`config.mk`:
```
export PLATFORM = sky130hd
export DESIGN_NAME = float_to_fixed_norm_mc
export DESIGN_NICKNAME = d
export VERILOG_FILES = /design/src/rtl/float_to_fixed_norm_mc.sv
export SDC_FILE = /design/constraint.sdc
export NUM_CORES = 1
export LEC_CHECK = 0
export CELL_PAD_IN_SITES_DETAIL_PLACEMENT = 1
export CELL_PAD_IN_SITES_GLOBAL_PLACEMENT = 2
export CORE_MARGIN = 2
export CORE_UTILIZATION = 36
export CTS_BUF_LIST = sky130_fd_sc_hd__clkbuf_8
export CTS_CLUSTER_SIZE = 28
export DETAILED_ROUTE_END_ITERATION = 8
export PLACE_DENSITY = 0.91
export SYNTH_ARGS = -nofsm -noshare
export SYNTH_HDL_FRONTEND = slang
export SYNTH_SLANG_ARGS = --single-unit
```
`constraint.sdc`:
```
create_clock -name clk -period 5.6 [get_ports clk]
set_input_delay 1.68 -clock clk [delete_from_list [all_inputs] [get_ports clk]]
set_output_delay 1.68 -clock clk [all_outputs]
set_load 0.05 [all_outputs]
```
`src/rtl/float_to_fixed_norm_mc.sv`:
```
// Multi-channel IEEE-754 single to signed fixed-point converter.
// One shared 4-cycle datapath serves CH channels through a round-robin arbiter.
module float_to_fixed_norm_mc #(
  parameter int CH   = 2,
  parameter int OW   = 32,
  parameter int FRAC = 16
) (
  input  logic               clk,
  input  logic               rst_n,
  input  logic [CH-1:0]      begin_req,
  input  logic [32*CH-1:0]   f,
  output logic [CH-1:0]      ack,
  output logic [OW*CH-1:0]   result,
  output logic [CH-1:0]      ovf,
  output logic [CH-1:0]      unf,
  output logic               busy
);

  localparam int CW = (CH > 1) ? $clog2(CH) : 1;
  localparam int MW = OW + 2;
  localparam int WW = 58;
  localparam logic signed [9:0] LMAX    = 10'(WW - 24);
  localparam logic [MW:0]       POS_LIM = {4'b0, {(OW-1){1'b1}}};
  localparam logic [MW:0]       NEG_LIM = POS_LIM + 1'b1;
  localparam logic [OW-1:0]     MAX_OUT = {1'b0, {(OW-1){1'b1}}};
  localparam logic [OW-1:0]     MIN_OUT = {1'b1, {(OW-1){1'b0}}};

  typedef enum logic [1:0] {IDLE, DECODE, SHIFT, ROUND} state_t;
  typedef enum logic [2:0] {C_ZERO, C_DENORM, C_NORMAL, C_INF, C_NAN} cls_t;

  state_t                 state_reg;
  logic [CH-1:0]          begin_q;
  logic [CH-1:0]          req_reg;
  logic [CH-1:0]          req_next;
  logic [CW-1:0]          ptr_reg;
  logic [CW-1:0]          cur_ch_reg;
  logic [31:0]            f_lat_reg;
  logic                   sign_reg;
  cls_t                   cls_reg;
  logic signed [9:0]      sh_reg;
  logic [23:0]            sig_reg;
  logic [MW-1:0]          mag_reg;
  logic                   rnd_reg;
  logic                   sat_reg;

  logic [31:0]            f_arr [CH];
  logic [CH-1:0]          in_svc;
  logic [CH-1:0]          grant_mask;
  logic                   grant_valid;
  logic                   grant_fire;
  logic [CW-1:0]          grant_ch;
  int                     arb_idx;

  cls_t                   cls_c;
  logic signed [9:0]      sh_c;
  logic [WW-1:0]          wide_c;
  logic [24:0]            rs_c;
  logic [9:0]             rsh_c;
  logic                   rnd_c;
  logic                   lsat_c;
  logic                   sat_c;
  logic [MW:0]            rounded_c;
  logic [MW:0]            neg_c;
  logic [OW-1:0]          res_c;
  logic                   ovf_c;
  logic                   unf_c;

  // Round-robin: scan offsets from the far end so the nearest set request wins.
  always_comb begin
    grant_valid = 1'b0;
    grant_ch    = '0;
    arb_idx     = 0;
    for (int k = CH - 1; k >= 0; k--) begin
      arb_idx = int'(ptr_reg) + k;
      if (arb_idx >= CH) arb_idx = arb_idx - CH;
      if (req_reg[arb_idx]) begin
        grant_valid = 1'b1;
        grant_ch    = CW'(arb_idx);
      end
    end
  end

  assign grant_fire = (state_reg == IDLE) && grant_valid;
  assign req_next   = (req_reg & ~grant_mask) | (begin_req & ~begin_q & ~req_reg & ~in_svc);
  assign busy       = (state_reg != IDLE) || (|req_reg);

  always_comb begin
    cls_c = C_NORMAL;
    if (f_lat_reg[30:23] == 8'h00)
      cls_c = (f_lat_reg[22:0] == 23'd0) ? C_ZERO : C_DENORM;
    else if (f_lat_reg[30:23] == 8'hFF)
      cls_c = (f_lat_reg[22:0] == 23'd0) ? C_INF : C_NAN;
    sh_c = $signed({2'b00, f_lat_reg[30:23]}) - 10'sd150 + 10'(FRAC);
  end

  // Right shifts carry one extra LSB below the significand as the round bit.
  always_comb begin
    wide_c = '0;
    rs_c   = '0;
    rsh_c  = -sh_reg;
    rnd_c  = 1'b0;
    lsat_c = 1'b0;
    if (!sh_reg[9]) begin
      if (sh_reg > LMAX) lsat_c = 1'b1;
      else               wide_c = WW'(sig_reg) << sh_reg;
    end else if (rsh_c < 10'd25) begin
      rs_c   = {sig_reg, 1'b0} >> rsh_c;
      wide_c = WW'(rs_c[24:1]);
      rnd_c  = rs_c[0];
    end
    sat_c = lsat_c | (|wide_c[WW-1:MW]);
  end

  always_comb begin
    rounded_c = {1'b0, mag_reg} + {{MW{1'b0}}, rnd_reg};
    neg_c     = ~rounded_c + 1'b1;
    res_c     = '0;
    ovf_c     = 1'b0;
    unf_c     = 1'b0;
    case (cls_reg)
      C_ZERO:   res_c = '0;
      C_DENORM: unf_c = 1'b1;
      C_INF: begin
        res_c = sign_reg ? MIN_OUT : MAX_OUT;
        ovf_c = 1'b1;
      end
      C_NAN: begin
        res_c = MAX_OUT;
        ovf_c = 1'b1;
      end
      default: begin
        if (sat_reg || rounded_c > (sign_reg ? NEG_LIM : POS_LIM)) begin
          res_c = sign_reg ? MIN_OUT : MAX_OUT;
          ovf_c = 1'b1;
        end else begin
          res_c = sign_reg ? neg_c[OW-1:0] : rounded_c[OW-1:0];
          unf_c = (rounded_c == '0);
        end
      end
    endcase
  end

  always_ff @(posedge clk or negedge rst_n) begin
    if (!rst_n) begin
      state_reg  <= IDLE;
      begin_q    <= '0;
      req_reg    <= '0;
      ptr_reg    <= '0;
      cur_ch_reg <= '0;
      f_lat_reg  <= '0;
      sign_reg   <= 1'b0;
      cls_reg    <= C_ZERO;
      sh_reg     <= '0;
      sig_reg    <= '0;
      mag_reg    <= '0;
      rnd_reg    <= 1'b0;
      sat_reg    <= 1'b0;
    end else begin
      begin_q <= begin_req;
      req_reg <= req_next;
      case (state_reg)
        IDLE: begin
          if (grant_fire) begin
            f_lat_reg  <= f_arr[grant_ch];
            cur_ch_reg <= grant_ch;
            ptr_reg    <= (grant_ch == CW'(CH - 1)) ? '0 : grant_ch + 1'b1;
            state_reg  <= DECODE;
          end
        end
        DECODE: begin
          sign_reg  <= f_lat_reg[31];
          cls_reg   <= cls_c;
          sh_reg    <= sh_c;
          sig_reg   <= {1'b1, f_lat_reg[22:0]};
          state_reg <= SHIFT;
        end
        SHIFT: begin
          mag_reg   <= wide_c[MW-1:0];
          rnd_reg   <= rnd_c;
          sat_reg   <= sat_c;
          state_reg <= ROUND;
        end
        default: state_reg <= IDLE;
      endcase
    end
  end

  for (genvar gi = 0; gi < CH; gi++) begin : g_ch
    logic          ack_reg;
    logic [OW-1:0] result_reg;
    logic          ovf_reg;
    logic          unf_reg;

    assign f_arr[gi]      = f[32*gi +: 32];
    // A channel being granted or already in flight cannot queue a second request.
    assign in_svc[gi]     = ((state_reg != IDLE) && (cur_ch_reg == CW'(gi))) ||
                            (grant_fire && (grant_ch == CW'(gi)));
    assign grant_mask[gi] = grant_fire && (grant_ch == CW'(gi));

    always_ff @(posedge clk or negedge rst_n) begin
      if (!rst_n) begin
        ack_reg    <= 1'b0;
        result_reg <= '0;
        ovf_reg    <= 1'b0;
        unf_reg    <= 1'b0;
      end else begin
        ack_reg <= 1'b0;
        if (state_reg == ROUND && cur_ch_reg == CW'(gi)) begin
          ack_reg    <= 1'b1;
          result_reg <= res_c;
          ovf_reg    <= ovf_c;
          unf_reg    <= unf_c;
        end
      end
    end

    assign ack[gi]              = ack_reg;
    assign result[OW*gi +: OW]  = result_reg;
    assign ovf[gi]              = ovf_reg;
    assign unf[gi]              = unf_reg;
  end

endmodule

```
==> flow_summary.ini, run 1 <==
[run_status]
status = finished clean

[global_route]
gr-total-overflow = 0
grt_pass1_wl_um = 73600
grt_pass1_vias = 13300
grt_max_degree = 95
grt.total_usage_pct = 23.7
antenna_found_initial = 0

[floorplanning]
core_area_um2 = 37600
start_util_pct = 36.4
dieArea_um2 = 39600
rows = 71
fp.dieW_um = 199
io_pins = 139
die_h_um = 199

[setup_path]
cp-startpoint = mag_reg[10]$_DFFE_PN0P_
r2r-end = g_ch[0].result_reg[4]$_DFFE_PN0P_
cpMostUsedCell = or3_1
critical_path_class = flip-flop to flip-flop
reg2reg_slack_ns = 0.41
slowest_stage = or4_4
crit_path_end_kind = flip-flop
crit_path_max_incr_delay_ns = 0.65
worstPathRequired_ns = 5.96
critPathArrivalTime_ns = 5.56
start_kind = flip-flop
critPathMaxFanout = 47
critPathTopFamily = simple AND/OR/NAND/NOR gates
worstReg2RegStart = mag_reg[10]$_DFFE_PN0P_
crit_chain = nand4_4, or4_4, or3_1, or3_1, xnor2_1, inv_2, ha_1, nand4b_1, nor2_1, nand4_1, o21ai_0, a211oi_1, a21oi_4, buf_12, and2_1, o21ai_1, a31oi_1, a21oi_1
path_buf_inv = 2
r2r_cells = 18

[drt]
first_pass_iters = 9
vias = 13400
wl_per_cell_um = 20.2
avgViaCountPerCell = 5.89
antenna_left = 0
wl_met1_um = 21500
drc = 0
top_layer_used = met4
wl_met2_um = 21500
routed_wl_um = 45800
met3_length_um = 2120
drtIter0Drc = 989

[worst_hold_path]
hp-class = flip-flop to flip-flop
hold-path-endpoint = g_ch[1].ovf_reg$_DFFE_PN0P_
hold_depth = 2
hold_start = g_ch[1].ovf_reg$_DFFE_PN0P_

[final_layout]
layout-drive-gt1-share_pct = 8.38
area_growth_pct = 16.3
largest_reg_flops = 64
nets = 1852
multi_input_comb_area_um2 = 8270
postLayoutCellArea_um2 = 15900
register_area_um2 = 4610
nFillCells = 4511
antennaDiodeCount = 0

[yosys]
syn-num-nets = 1792
synth_edf_count = 0
synthTopCellsByArea = dfrtp_1 34%, a21oi_1 6.4%, nor2_1 5.0%
yosysSeqAreaShare_pct = 33.6
yosysWarnings = 0
syn_inst = 1681
synth-async-reset-ratio_pct = 100
synth_top_area_share_pct = 33.6
synth.cell_area_um2 = 13700
synth-seq-cells = 184
synth_top_flop_cell = dfrtp_1
synth_area_per_cell_um2 = 8.14
netlist.top_cell.by_area = dfrtp_1
ys_types = 86

[place]
port_buffers = 138
place_area_um2 = 15500
gp_congestion = 0.900
hpwl_um = 35000

[cts]
cts_max_level = 4
cts_resized = 0
cts_made_buffers = 17
clockBufferDepth = 2
cts_tree = built
cts_sinks = 184
holdBufCountCts = 0
clock_latency_ns = 0.52
cts-root-buf = clkbuf_8
postCtsSetupRepairBufs = 0
path_clk_slew_ns = 0.10

[timing]
hold_viol_final = 0
fin_crit_ns = 5.19
relSlewSlack_pct = 18.7
rsz0062_at_grt = false
period_share_pct = 92.7
final_max_slew_viol_count = 0
fin_skew_ns = 0.0207
tns_ns = 0
fmax_mhz = 193
worst_pin_slew_ns = 1.21
setup_violations = 0

[pwr]
p_leak_nw = 6.46
peakVddDrop_uv = 438
p_per_area_nw_per_um2 = 655

[flow_run]
cap_violations = 0
[worst max path at each step]
stage	slack, ns	cells past startpoint	endpoint
finish	0.41	18	g_ch[0].result_reg[4]$_DFFE_PN0P_
global route	0.07	18	g_ch[0].result_reg[4]$_DFFE_PN0P_
CTS	0.50	18	g_ch[0].result_reg[4]$_DFFE_PN0P_
detailed placement	0.56	18	g_ch[1].result_reg[4]$_DFFE_PN0P_
global placement	0.54	18	g_ch[0].result_reg[4]$_DFFE_PN0P_
floorplan	1.07	21	g_ch[0].result_reg[10]$_DFFE_PN0P_
[layout make-up]
cell class	count	share of cell area, %
multi-input combinational	1280	52.0
clock buffer	18	1.56
inverter	89	2.10
sequential	184	29.0
timing repair buffer	169	10.3
clock inverter	14	1.07
tap	511	4.02
[cell usage after synthesis, types with 6 or more instances]
cell type  count
dfrtp_1      184
nor2_1       181
a21oi_1      176
nand2_1      159
clkbuf_1     105
inv_1         85
o21ai_0       81
mux2i_1       55
nor3_1        54
nand3_1       50
ha_1          43
mux2_2        40
a222oi_1      32
nand4_1       31
xnor2_1       31
a21o_1        30
nor4_1        17
o21ai_1       17
o22ai_1       17
and3_1        16
a31oi_1       14
a211oi_1      13
and2_1        13
o211ai_1      13
a22oi_1       12
nor2b_1       12
or3_1         12
buf_2         11
o22a_1        11
mux4_2        10
a2111oi_0      8
o21a_1         8
o31ai_1        8
xor2_1         8
buf_4          6
nand2b_1       6
[worst register-to-register path, cell delays in order (launching register included)]
cell      delay [ns]
dfrtp_1         0.51
nand4_4         0.21
or4_4           0.65
or3_1           0.45
or3_1           0.34
xnor2_1         0.31
inv_2           0.11
ha_1            0.31
nand4b_1        0.09
nor2_1          0.19
nand4_1         0.12
o21ai_0         0.38
a211oi_1        0.15
a21oi_4         0.23
buf_12          0.23
and2_1          0.34
o21ai_1         0.12
a31oi_1         0.23
a21oi_1         0.09
[cells in the final DEF (no fill, tap or decap), types with 10 or more instances in the layout]
master | Yosys | layout
a211oi_1 | 13 | 13
a21o_1 | 30 | 30
a21oi_1 | 176 | 173
a222oi_1 | 32 | 32
a22oi_1 | 12 | 12
a31oi_1 | 14 | 14
and2_1 | 13 | 13
and3_1 | 16 | 16
buf_4 | 6 | 29
clkbuf_8 | 0 | 19
clkdlybuf4s50_1 | 0 | 137
dfrtp_1 | 184 | 182
ha_1 | 43 | 41
inv_1 | 85 | 87
mux2_2 | 40 | 40
mux2i_1 | 55 | 55
mux4_2 | 10 | 10
nand2_1 | 159 | 159
nand3_1 | 50 | 50
nand4_1 | 31 | 31
nor2_1 | 181 | 181
nor2b_1 | 12 | 12
nor3_1 | 54 | 53
nor4_1 | 17 | 17
o211ai_1 | 13 | 13
o21ai_0 | 81 | 80
o21ai_1 | 17 | 17
o22a_1 | 11 | 11
o22ai_1 | 17 | 17
or3_1 | 12 | 12
xnor2_1 | 31 | 31
[metal layers]
metal,GRT usage [%],up-vias
li1,-,6282
met5,0,-
met2,38.5,335
met4,5.97,0
met1,33.4,6688
met3,3.14,45
[cell families after synthesis]
logic type      share of synthesized area (%)
compound gates                           23.8
mux                                      8.96
flops                                    33.6
buf+inv                                  6.27
xor+xnor                                 2.90
simple gates                             20.5
fa+ha+maj                                3.93
[report_power, final]
group | leakage [nW] | switching [mW] | total [mW] | internal (mW)
combinational | 4.04 | 4.28 | 6.70 | 2.41
clock | 0.219 | 0.516 | 0.973 | 0.457
sequential | 2.20 | 0.818 | 2.76 | 1.94
[stage by stage]
stage | utilization [%] | hold WS (ns) | setup slack [ns] | std cells | total power [mW]
2_1_floorplan | - | 0.451 | 1.07 | 1681 | 7.33
4_1_cts | 42.3 | 0.519 | 0.503 | 2265 | 10.4
5_1_grt | 42.3 | 0.541 | 0.0727 | 2265 | 11.3
6_report | 42.3 | 0.509 | 0.409 | 2265 | 10.4
3_5_place_dp | 41.2 | 0.497 | 0.564 | 2233 | 9.43
3_3_place_gp | 41.2 | 0.484 | 0.542 | 2233 | 9.25
No activity file was read; power rests on OpenSTA's default activity.
==> run 2: changes to the inputs <==
Settings changed: ABC_AREA from default to 1, CORE_UTILIZATION 36 to 32, PLACE_DENSITY 0.91 to 0.9.
==> run 2 against run 1 <==
Core utilization decreased by 5.1 points; die area rose by 21%; via count increased by 20%; highest routed layer unchanged; clock power decreased by 4.1%; combinational power grew 21%; sequential share of layout area fell by 1.8 points; cell area grew 6.5%; cell count is 36% higher; largest cell class unchanged; non-clock buffer count shrank 7; worst hold slack got worse by 0.0066 ns; critical path depth grew 12.
==> flow_summary.ini, run 2 <==
[floorplanning]
die_h_um = 219
rows = 78
core_area_um2 = 45500
io_pins = 139
dieArea_um2 = 47900
start_util_pct = 32.5
fp.dieW_um = 219

[place]
place_area_um2 = 16600
port_buffers = 138
hpwl_um = 45400
dp_slack_ns = 0.835
dp.cells = 3040
gp_congestion = 0.890

[setup_path]
cpMostUsedCell = nand2_1
crit_path_max_incr_delay_ns = 0.38
worstPathRequired_ns = 6.06
critical_path_class = flip-flop to flip-flop
critPathMaxFanout = 31
start_kind = flip-flop
critPathArrivalTime_ns = 5.23
slowest_stage = dfrtp_1
crit_path_end_kind = flip-flop

[timing]
worst_pin_slew_ns = 1.30
fin_crit_ns = 4.77
setup_violations = 0
fin_skew_ns = 0.0280
relSlewSlack_pct = 13.2
fin_ws_ns = 0.831
final_max_slew_viol_count = 0
period_share_pct = 85.2
holdWs_ns = 0.502
hold_viol_final = 0
fmax_mhz = 210
tns_ns = 0
rsz0062_at_grt = false

[global_route]
grt_max_degree = 80
grt_pass1_wl_um = 91100
grt.total_usage_pct = 24.2
antenna_found_initial = 0
gr-total-overflow = 0
grt_pass1_vias = 16400

[final_layout]
layout_common_cells = 961 x nand2_1, 308 x nand3_1, 211 x inv_1, 183 x dfrtp_1, 175 x nor2_1
postLayoutCellArea_um2 = 16900
layout-drive-gt1-share_pct = 4.49
area_growth_pct = 14.8
nFillCells = 6030
antennaDiodeCount = 0
largest_reg_flops = 64
nets = 2570
finalNonFillerCells = 3072
final_common_cell = nand2_1

[drt]
antenna_left = 0
drc = 0
vias = 16000
routed_wl_um = 56900
avgViaCountPerCell = 5.20
wl_per_cell_um = 18.5
drtIter0Drc = 982
first_pass_iters = 6

[cts]
clockBufferDepth = 2
path_clk_slew_ns = 0.12
cts_sinks = 184
clock_latency_ns = 0.53
holdBufCountCts = 0
cts_resized = 0
cts_max_level = 4
cts_tree = built
postCtsSetupRepairBufs = 0
cts_made_buffers = 17
cts-root-buf = clkbuf_8

[yosys]
ys_types = 49
synth-seq-cells = 184
synth_area_per_cell_um2 = 6.16
syn_inst = 2398
yosysMostFrequentCell = nand2_1
yosysSeqAreaShare_pct = 31.2
synth_top_family_by_area = simple AND/OR/NAND/NOR gates
synth-compound-area-share_pct = 9.23
synth_top_flop_cell = dfrtp_1
synth.cell_area_um2 = 14800
synthMuxAreaShare_pct = 0
yosys.area_share.simple_pct = 45.3
synth-adder-area-share_pct = 3.64
synth_top_area_share_pct = 31.2
yosysWarnings = 0
synth_edf_count = 0
ys_top_cells_by_count = 961 x nand2_1, 308 x nand3_1, 211 x inv_1, 184 x dfrtp_1, 175 x nor2_1
synth_xor_area_share_pct = 1.25
synth-async-reset-ratio_pct = 100
netlist.top_cell.by_area = dfrtp_1
synthTopCellsByArea = dfrtp_1 31%, nand2_1 24%, nand3_1 10%
syn-num-nets = 2509

[worst_hold_path]
hp-class = flip-flop to flip-flop

[flow_run]
cap_violations = 0

[run_status]
status = finished clean

[pwr]
p_leak_nw = 8.62
peakVddDrop_uv = 270
p_per_area_nw_per_um2 = 688
run 2: changes by cell type in the layout (fill, tap and decap cells not counted), moves of 30 or more:
| cell | before | now |
|---|---|---|
| nand3_1 | 50 | 308 |
| a222oi_1 | 32 | 0 |
| nor3_1 | 53 | 13 |
| nand2_1 | 159 | 961 |
| mux2i_1 | 55 | 0 |
| a21oi_1 | 173 | 46 |
| mux2_2 | 40 | 0 |
| xnor2_1 | 31 | 1 |
| inv_1 | 87 | 211 |
run 2: metal layers:
layer  GRT usage, %  up-vias  share of wire, %
met1           32.7     7784                47
met3           3.13       66               3.3
li1               -     7850                 -
met5              0        -                 0
met2           40.6      272                48
met4           6.73        0               2.4
run 2: path summary, 6_finish.rpt:
kind	start	endpoint	slack (ns)	cells past startpoint
max	mag_reg[0]$_DFFE_PN0P_	g_ch[1].result_reg[26]$_DFFE_PN0P_	0.83	30
min	g_ch[0].result_reg[18]$_DFFE_PN0P_	g_ch[0].result_reg[18]$_DFFE_PN0P_	0.50	2
max reg2reg	mag_reg[0]$_DFFE_PN0P_	g_ch[1].result_reg[26]$_DFFE_PN0P_	0.83	30
min reg2reg	g_ch[0].result_reg[18]$_DFFE_PN0P_	g_ch[0].result_reg[18]$_DFFE_PN0P_	0.50	2
max in group asynchronous	rst_n	mag_reg[16]$_DFFE_PN0P_	3.31	2
min in group asynchronous	rst_n	g_ch[0].result_reg[12]$_DFFE_PN0P_	1.17	1
run 2: layout make-up:
type | count | area, um^2 | area share, %
clock inverter | 15 | 161 | 0.952
tap | 600 | 751 | 4.43
multi-input combinational | 1870 | 8780 | 51.8
timing repair buffer | 162 | 1580 | 9.29
inverter | 224 | 843 | 4.98
sequential | 184 | 4610 | 27.2
clock buffer | 17 | 234 | 1.38
run 2: cells by family after synthesis:
logic type               Yosys count
flip-flops                       184
adder cells (fa/ha/maj)           43
AND/OR/NAND/NOR                 1573
buffers and inverters            344
AO/OA/AOI/OAI                    233
XOR/XNOR                          21
run 2: power breakdown:
part           internal [mW]  switching [mW]
Clock                  0.372           0.562
Combinational           2.39            5.72
Sequential              1.91           0.706
Total                   4.66            6.99
run 2: critical path, delay by kind of cell (launching register included):
| family | cells | cell delay (ns) |
|---|---|---|
| adder cells (fa/ha/maj) | 3 | 0.90 |
| flip-flops | 1 | 0.38 |
| AND/OR/NAND/NOR | 26 | 3.33 |
| buffers and inverters | 1 | 0.10 |
run 2: metrics by stage:
stage / util, % / power, mW
after CTS: 37.3 / 11.7
after global routing: 37.3 / 12.8
after detailed placement: 36.4 / 10.7
after global placement: 36.4 / 10.5
final: 37.3 / 11.7
after floorplan: - / 8.10
